`src/rtl/id_pkg.sv`:
```
// Shared definitions for the instruction-decode stage.
// Holds opcode/funct encodings, the ALU operation encoding, the default
// bubble instruction word and the ID/EX control bundle.
package id_pkg;

    localparam int NUM_REGS = 32;

    localparam logic [31:0] BUBBLE_IR_DEFAULT = 32'hFFFF_FFFF;

    localparam logic [5:0] OP_RTYPE = 6'h00;
    localparam logic [5:0] OP_J     = 6'h02;
    localparam logic [5:0] OP_JAL   = 6'h03;
    localparam logic [5:0] OP_BEQ   = 6'h04;
    localparam logic [5:0] OP_BNE   = 6'h05;
    localparam logic [5:0] OP_ADDI  = 6'h08;
    localparam logic [5:0] OP_ANDI  = 6'h0C;
    localparam logic [5:0] OP_ORI   = 6'h0D;
    localparam logic [5:0] OP_LUI   = 6'h0F;
    localparam logic [5:0] OP_LW    = 6'h23;
    localparam logic [5:0] OP_SW    = 6'h2B;

    localparam logic [5:0] FN_SLL = 6'h00;
    localparam logic [5:0] FN_SRL = 6'h02;
    localparam logic [5:0] FN_JR  = 6'h08;
    localparam logic [5:0] FN_ADD = 6'h20;
    localparam logic [5:0] FN_SUB = 6'h22;
    localparam logic [5:0] FN_AND = 6'h24;
    localparam logic [5:0] FN_OR  = 6'h25;
    localparam logic [5:0] FN_SLT = 6'h2A;

    typedef enum logic [3:0] {
        ALU_ADD    = 4'd0,
        ALU_SUB    = 4'd1,
        ALU_AND    = 4'd2,
        ALU_OR     = 4'd3,
        ALU_SLT    = 4'd4,
        ALU_SLL    = 4'd5,
        ALU_SRL    = 4'd6,
        ALU_LUI    = 4'd7,
        ALU_PASS_B = 4'd8
    } alu_op_e;

    typedef struct packed {
        logic    valid;
        alu_op_e alu_op;
        logic    alu_src;
        logic    mem_read;
        logic    mem_write;
        logic    reg_write;
    } idex_ctrl_t;

    localparam idex_ctrl_t CTRL_NOP = '{
        valid:     1'b0,
        alu_op:    ALU_ADD,
        alu_src:   1'b0,
        mem_read:  1'b0,
        mem_write: 1'b0,
        reg_write: 1'b0
    };

endpackage

```
`src/rtl/id_seg_reg_file.sv`:
```
// 32x32 register file: two combinational read ports, one write port.
// Ports: clk, rst (sync, active-low clear), addr_a/addr_b -> data_a/data_b,
//        we/wr_addr/wr_data write port.
// $0 always reads zero; a read of the address being written this cycle
// returns the write data so write-back results are visible to decode.
module reg_file
    import id_pkg::*;
(
    input  logic        clk,
    input  logic        rst,
    input  logic [4:0]  addr_a,
    input  logic [4:0]  addr_b,
    output logic [31:0] data_a,
    output logic [31:0] data_b,
    input  logic        we,
    input  logic [4:0]  wr_addr,
    input  logic [31:0] wr_data
);
    logic [31:0] regs [NUM_REGS];
    logic        wr_en;

    assign wr_en = we && (wr_addr != 5'd0);

    always_ff @(posedge clk) begin
        if (!rst) begin
            for (int i = 0; i < NUM_REGS; i++) begin
                regs[i] <= '0;
            end
        end else if (wr_en) begin
            regs[wr_addr] <= wr_data;
        end
    end

    always_comb begin
        data_a = regs[addr_a];
        if (addr_a == 5'd0) begin
            data_a = '0;
        end else if (wr_en && (wr_addr == addr_a)) begin
            data_a = wr_data;
        end
    end

    always_comb begin
        data_b = regs[addr_b];
        if (addr_b == 5'd0) begin
            data_b = '0;
        end else if (wr_en && (wr_addr == addr_b)) begin
            data_b = wr_data;
        end
    end

endmodule

```
`src/rtl/id_seg.sv`:
```
// Instruction-decode stage: IF/ID register, R/I/J decode, register read,
// branch/jump resolution, hazard detection and the ID/EX register.
// Ports: clk, rst (sync, active-low); IRi/PCi from fetch; EX/MEM destination
// info for hazards; wbWe/wbAddr/wbData register write; stall/cond/condNPC
// back to fetch; idex* registered operands and control to EX.
module id_seg
    import id_pkg::*;
#(
    parameter logic [31:0] BUBBLE_IR = BUBBLE_IR_DEFAULT
) (
    input  logic        clk,
    input  logic        rst,
    input  logic [31:0] IRi,
    input  logic [31:0] PCi,
    input  logic        exRegWrite,
    input  logic        exMemRead,
    input  logic [4:0]  exRd,
    input  logic        memRegWrite,
    input  logic [4:0]  memRd,
    input  logic        wbWe,
    input  logic [4:0]  wbAddr,
    input  logic [31:0] wbData,
    output logic        stall,
    output logic        cond,
    output logic [31:0] condNPC,
    output logic [31:0] idexPC,
    output logic [31:0] idexA,
    output logic [31:0] idexB,
    output logic [31:0] idexImm,
    output logic [4:0]  idexRs,
    output logic [4:0]  idexRt,
    output logic [4:0]  idexRd,
    output logic [3:0]  idexAluOp,
    output logic        idexAluSrc,
    output logic        idexMemRead,
    output logic        idexMemWrite,
    output logic        idexRegWrite,
    output logic        idexValid
);
    logic [31:0] ifid_ir, ifid_pc;
    logic [5:0]  opcode, funct;
    logic [4:0]  rs, rt, rd, shamt;
    logic [31:0] sext_imm, zext_imm, pc4, br_tgt, j_tgt, target;
    logic [31:0] rs_val, rt_val;
    idex_ctrl_t  ctrl;
    logic [31:0] imm;
    logic [4:0]  dest;
    logic        uses_rs, uses_rt, is_br, is_bne, is_jr, is_jmp, is_jal;
    logic        taken, redirect, load_use, rs_pending, rt_pending, src_hazard;

    assign opcode   = ifid_ir[31:26];
    assign rs       = ifid_ir[25:21];
    assign rt       = ifid_ir[20:16];
    assign rd       = ifid_ir[15:11];
    assign shamt    = ifid_ir[10:6];
    assign funct    = ifid_ir[5:0];
    assign sext_imm = {{16{ifid_ir[15]}}, ifid_ir[15:0]};
    assign zext_imm = {16'h0, ifid_ir[15:0]};
    assign pc4      = ifid_pc + 32'd4;
    assign br_tgt   = pc4 + (sext_imm << 2);
    assign j_tgt    = {pc4[31:28], ifid_ir[25:0], 2'b00};

    reg_file u_reg_file (
        .clk     (clk),
        .rst     (rst),
        .addr_a  (rs),
        .addr_b  (rt),
        .data_a  (rs_val),
        .data_b  (rt_val),
        .we      (wbWe),
        .wr_addr (wbAddr),
        .wr_data (wbData)
    );

    always_comb begin
        ctrl    = CTRL_NOP;
        imm     = '0;
        dest    = '0;
        uses_rs = 1'b0;
        uses_rt = 1'b0;
        is_br   = 1'b0;
        is_bne  = 1'b0;
        is_jr   = 1'b0;
        is_jmp  = 1'b0;
        is_jal  = 1'b0;
        if (ifid_ir != BUBBLE_IR) begin
            case (opcode)
                OP_RTYPE: begin
                    case (funct)
                        FN_ADD, FN_SUB, FN_AND, FN_OR, FN_SLT: begin
                            ctrl.valid     = 1'b1;
                            ctrl.reg_write = 1'b1;
                            dest           = rd;
                            uses_rs        = 1'b1;
                            uses_rt        = 1'b1;
                            case (funct)
                                FN_SUB:  ctrl.alu_op = ALU_SUB;
                                FN_AND:  ctrl.alu_op = ALU_AND;
                                FN_OR:   ctrl.alu_op = ALU_OR;
                                FN_SLT:  ctrl.alu_op = ALU_SLT;
                                default: ctrl.alu_op = ALU_ADD;
                            endcase
                        end
                        FN_SLL, FN_SRL: begin
                            ctrl.valid     = 1'b1;
                            ctrl.reg_write = 1'b1;
                            ctrl.alu_op    = (funct == FN_SLL) ? ALU_SLL : ALU_SRL;
                            dest           = rd;
                            uses_rt        = 1'b1;
                            imm            = {27'h0, shamt};
                        end
                        FN_JR: begin
                            ctrl.valid = 1'b1;
                            dest       = rd;
                            uses_rs    = 1'b1;
                            is_jr      = 1'b1;
                        end
                        default: ;
                    endcase
                end
                OP_ADDI, OP_ANDI, OP_ORI, OP_LUI, OP_LW: begin
                    ctrl.valid     = 1'b1;
                    ctrl.reg_write = 1'b1;
                    ctrl.alu_src   = 1'b1;
                    dest           = rt;
                    uses_rs        = (opcode != OP_LUI);
                    case (opcode)
                        OP_ANDI: begin ctrl.alu_op = ALU_AND; imm = zext_imm; end
                        OP_ORI:  begin ctrl.alu_op = ALU_OR;  imm = zext_imm; end
                        OP_LUI:  begin ctrl.alu_op = ALU_LUI; imm = {ifid_ir[15:0], 16'h0}; end
                        default: begin ctrl.alu_op = ALU_ADD; imm = sext_imm; end
                    endcase
                    ctrl.mem_read = (opcode == OP_LW);
                end
                OP_SW: begin
                    ctrl.valid     = 1'b1;
                    ctrl.alu_src   = 1'b1;
                    ctrl.mem_write = 1'b1;
                    dest           = rt;
                    imm            = sext_imm;
                    uses_rs        = 1'b1;
                    uses_rt        = 1'b1;
                end
                OP_BEQ, OP_BNE: begin
                    ctrl.valid  = 1'b1;
                    ctrl.alu_op = ALU_SUB;
                    dest        = rt;
                    imm         = sext_imm;
                    uses_rs     = 1'b1;
                    uses_rt     = 1'b1;
                    is_br       = 1'b1;
                    is_bne      = (opcode == OP_BNE);
                end
                OP_J, OP_JAL: begin
                    ctrl.valid = 1'b1;
                    is_jmp     = 1'b1;
                    if (opcode == OP_JAL) begin
                        is_jal         = 1'b1;
                        ctrl.reg_write = 1'b1;
                        ctrl.alu_op    = ALU_PASS_B;
                        dest           = 5'd31;
                    end
                end
                default: ;
            endcase
        end
    end

    // A register is "pending" when an older in-flight instruction will write it
    // but its value cannot reach the ID-stage comparator yet.
    always_comb begin
        rs_pending = (rs != 5'd0) && ((exRegWrite && exRd == rs) || (memRegWrite && memRd == rs));
        rt_pending = (rt != 5'd0) && ((exRegWrite && exRd == rt) || (memRegWrite && memRd == rt));
        load_use   = exMemRead && (exRd != 5'd0) &&
                     ((uses_rs && exRd == rs) || (uses_rt && exRd == rt));
        src_hazard = (is_br && (rs_pending || rt_pending)) || (is_jr && rs_pending);
        stall      = ctrl.valid && (load_use || src_hazard);

        taken      = is_br && ((rs_val == rt_val) != is_bne);
        redirect   = taken || is_jmp || is_jr;
        target     = is_jr ? rs_val : (is_jmp ? j_tgt : br_tgt);
        cond       = redirect && !stall;
        condNPC    = cond ? target : 32'h0;
    end

    always_ff @(posedge clk) begin
        if (!rst) begin
            ifid_ir <= BUBBLE_IR;
            ifid_pc <= '0;
        end else if (!stall) begin
            ifid_ir <= cond ? BUBBLE_IR : IRi;
            ifid_pc <= PCi;
        end
    end

    always_ff @(posedge clk) begin
        if (!rst || stall || !ctrl.valid) begin
            idexPC       <= '0;
            idexA        <= '0;
            idexB        <= '0;
            idexImm      <= '0;
            idexRs       <= '0;
            idexRt       <= '0;
            idexRd       <= '0;
            idexAluOp    <= '0;
            idexAluSrc   <= 1'b0;
            idexMemRead  <= 1'b0;
            idexMemWrite <= 1'b0;
            idexRegWrite <= 1'b0;
            idexValid    <= 1'b0;
        end else begin
            idexPC       <= ifid_pc;
            idexA        <= rs_val;
            idexB        <= is_jal ? pc4 : rt_val;
            idexImm      <= imm;
            idexRs       <= rs;
            idexRt       <= rt;
            idexRd       <= dest;
            idexAluOp    <= ctrl.alu_op;
            idexAluSrc   <= ctrl.alu_src;
            idexMemRead  <= ctrl.mem_read;
            idexMemWrite <= ctrl.mem_write;
            idexRegWrite <= ctrl.reg_write;
            idexValid    <= 1'b1;
        end
    end

endmodule
```
`config.mk`:
```
export PLATFORM = sky130hd
export DESIGN_NAME = id_seg
export DESIGN_NICKNAME = d
export VERILOG_FILES = /design/src/rtl/id_pkg.sv /design/src/rtl/id_seg_reg_file.sv /design/src/rtl/id_seg.sv
export SDC_FILE = /design/constraint.sdc
export NUM_CORES = 2
export LEC_CHECK = 0
export CAP_MARGIN = 10
export CORE_ASPECT_RATIO = 0.7
export CORE_MARGIN = 1
export CORE_UTILIZATION = 55
export CTS_CLUSTER_DIAMETER = 200
export DETAILED_ROUTE_END_ITERATION = 8
export PLACE_DENSITY_LB_ADDON = 0.2
export SLEW_MARGIN = 20
export SYNTH_ARGS = -nofsm -noshare
export SYNTH_HDL_FRONTEND = slang
export SYNTH_SLANG_ARGS = --single-unit
```
`constraint.sdc`:
```
create_clock -name clk -period 5 [get_ports clk]
set_input_delay 0.5 -clock clk [delete_from_list [all_inputs] [get_ports clk]]
set_output_delay 0.5 -clock clk [all_outputs]
set_load 0.02 [all_outputs]
```
==> metrics.cfg <==
[clock_network]
clock_sinks=1250
cts_tree=yes
cts_buffer_depth=3
clk_pin_slew_ps=70
cts_buffers=120
clk_latency_ps=810
clockRootBuffer=clkbuf_16
htreeDepth=3
hold_buffers=0

[power_and_ir_drop]
ir_worst_vdd_mv=0.368
p_leak_uw=0.0325
combPwrFrac=0.193
pwr_density_cell_mw_per_mm2=322
power_frac_seq=0.444
switching_share=0.279
power_switching_uw=7590
power_uw=27200
pwr-share-clk=0.363
internal_power_uw=19600

[routing]
via_per_inst=6.89
drt_iter0_markers=9504
drt_first_pass_iters=8
wl_per_cell_um=37.1
postRouteAntennaNets=0
drcViolationCount=0
vias=54112
wirelength_um=291000

[yosys]
synth-main-ff-cell=edfxtp_1
ys_types=96
netlist_instances=5117
synth_warnings=0
synth_area_mm2=0.0666
synth-seq-cells=1250
yosysSeqAreaShare=0.530
syn-mean-instance-area_um2=13.0
synth_edf_count=1024
async_reset_ff_frac=0

[worst_setup_path]
path_cells=buf_6, buf_12, buf_16, buf_4, buf_4, mux4_2, mux2i_2, mux4_2, mux2_4, nor2_4, xor2_2, a211o_1, or4_4, nor4b_4, buf_4, and4_4, nor3_4, buf_12, a311oi_2, buf_4
reg2reg_to=ifid_ir[1]
cp.required_ps=4500
slowest_delay_ps=500
ff2ff_path_depth=22
critPathBufInv=8
worst_ep_arrival_time_ps=5370
worst_setup_path_start_kind=flip-flop
crit_family=multiplexers
cp-end-kind=primary output
slowest_stage=mux4_2
worstSetupPathType=reg2out
crit_fanout=8
timing.reg2reg.setup_slack_ps=60
cp_common_cell=buf_4

[run_status]
outcome=finished, violations left
violations=setup timing

[timing]
rsz0062_at_grt=yes
fmax_mhz=170
period_share=1.17
period_minus_slack_ps=5870
clock_skew_ps=47.4
hold_viol_final=0
max_slew_margin=0.279
worstMarginPinSlew_ps=1080
slew_viol_final=0
setup-violations-final=33
fin_ws_ps=-869

[floorplanning]
fp.dieW_um=418
die_h_um=293
die_area_mm2=0.122
num_rows=106
num_io_pins=303
core_mm2=0.120
start_util=0.556

[flow_run]
drv_cap=0

[final_layout]
final_nets=6260
area_growth_pct=27.3
drive_above_1_share=0.322

[placement]
gp_congestion=1.05
post-dp-hpwl_um=203000
io_buffers=302
dp_slack_ps=-1180

[global_route]
grt_pass1_wl_um=398000
grt_pass1_vias=51097
grt.overflow.total=0
grt_antenna_before_repair=27
grt_usage=0.470
grt_max_degree=57

[worst_hold_path]
hp-start=rst
hp-class=in2reg
whs_path_depth=2

## cells in the mapped netlist, types with 108 or more instances
| cell type | number | area, um^2 |
|---|---|---|
| mux4_2 | 419 | 9440 |
| and2_1 | 893 | 5590 |
| nand2_1 | 116 | 435 |
| a21oi_1 | 138 | 691 |
| edfxtp_1 | 1024 | 30700 |
| o21ai_0 | 124 | 621 |
| dfxtp_1 | 226 | 4520 |
| mux2i_1 | 299 | 2990 |
| nor2_1 | 259 | 972 |
| clkbuf_1 | 342 | 1280 |
| a22oi_1 | 108 | 811 |
| nor3_1 | 207 | 1040 |
## flip-flops by register name, summed over array words and instances, names as in the netlist, 32 cells and up, named ones only
signal and count:
ifid_ir 32, ifid_pc 32, idexImm 32, idexPC 32, idexB 32, idexA 32, u_reg_file.regs 1024
## metrics by stage
stage / utilization / hold WS [ps] / cells / TNS, ps / cell area [um^2]
3_3_place_gp: 0.653 / 479 / 7554 / -59940 / 78200
2_1_floorplan: - / 460 / 5148 / 0 / 66700
6_report: 0.707 / 297 / 7852 / -25930 / 84700
4_1_cts: 0.703 / 265 / 7826 / -23040 / 84100
3_5_place_dp: 0.653 / 480 / 7554 / -60070 / 78200
5_1_grt: 0.707 / 282 / 7844 / -27970 / 84700
## layer usage
layer	wire length [um]	global-route usage	vias up
met3	51500	0.214	810
met2	119000	0.642	4829
met4	14000	0.188	16
li1	-	-	21473
met5	103	0.0114	-
met1	107000	0.648	26984
## layout by cell type (no fill, tap or decap), types with 32 or more instances in the layout
master / instances
a211oi_1: 41
a21oi_1: 111
a221oi_1: 64
a22oi_1: 97
and2_1: 886
buf_12: 97
buf_4: 910
buf_6: 45
clkbuf_16: 125
clkdlybuf4s50_1: 268
conb_1: 32
dfxtp_1: 213
edfxtp_1: 1024
mux2i_1: 290
mux4_2: 419
nand2_1: 113
nand3_1: 81
nor2_1: 201
nor2_2: 44
nor3_1: 205
o21ai_0: 77
xnor2_1: 43
xor2_1: 43
## how the worst max path moves through the flow
| stage | start | end | slack (ps) | depth (start not counted) |
|---|---|---|---|---|
| after global placement | wbAddr[3] | condNPC[5] | -1160 | 22 |
| final | flip-flop | condNPC[30] | -870 | 20 |
| after global routing | flip-flop | condNPC[30] | -930 | 17 |
| after CTS | ifid_pc[2] | condNPC[31] | -780 | 23 |
| after floorplan | wbAddr[3] | condNPC[30] | 140 | 16 |
| after detailed placement | wbAddr[3] | condNPC[30] | -1180 | 20 |
## power groups by stage
stage               combinational (uW)  clock, uW  sequential, uW
CTS                               4950       9860           12100
global route                      5320      10200           12100
finish                            5250       9900           12100
floorplan                         2250          0           12200
detailed placement                4670          0           12300
global placement                  4670          0           12200
## logic make-up (layout without fill, tap and decap cells)
logic type / after synthesis / count (layout) / synth area share
flip-flops: 1250 / 1250 / 0.530
AND/OR/NAND/NOR: 1749 / 1749 / 0.147
other: 1 / 47 / 0.0000563
AO/OA/AOI/OAI: 724 / 724 / 0.0753
adder cells (fa/ha/maj): 31 / 31 / 0.00594
buffers and inverters: 536 / 1605 / 0.0396
XOR/XNOR: 95 / 95 / 0.0125
multiplexers: 731 / 731 / 0.190
## what timing repair did
action	4_1_cts	5_1_grt
gates cloned	14	1
setup endpoints to repair	73	72
pin swaps	55	39
resized for setup	424	85
setup buffers	32	13
## area by class of cell
class                   instances  area (um^2)
flip-flops and latches       1250        35300
fillers                      8288        35100
multi-input cells            3362        30400
repair buffers               1343        12600
clock buffers                 148         3260
well taps                    1620         2030
clock inverters                79          943
inverters                      35          144
diodes                         15         37.5
## worst register-to-register path: stages, from the launching register on
cell       delay (ps)
dfxtp_4           390
buf_6             140
buf_12            120
buf_16            140
buf_4             140
buf_4             150
mux4_2            360
mux2i_2            90
mux4_2            500
mux2_4            300
nor2_4            120
xor2_2            100
a211o_1           270
or4_4             450
nor4b_4           220
buf_4             170
a21oi_4            60
nor3_4            250
buf_12            220
buf_12            160
buf_4             140
buf_12            150
o2111ai_1         130
(Power assumes the default switching activity.)
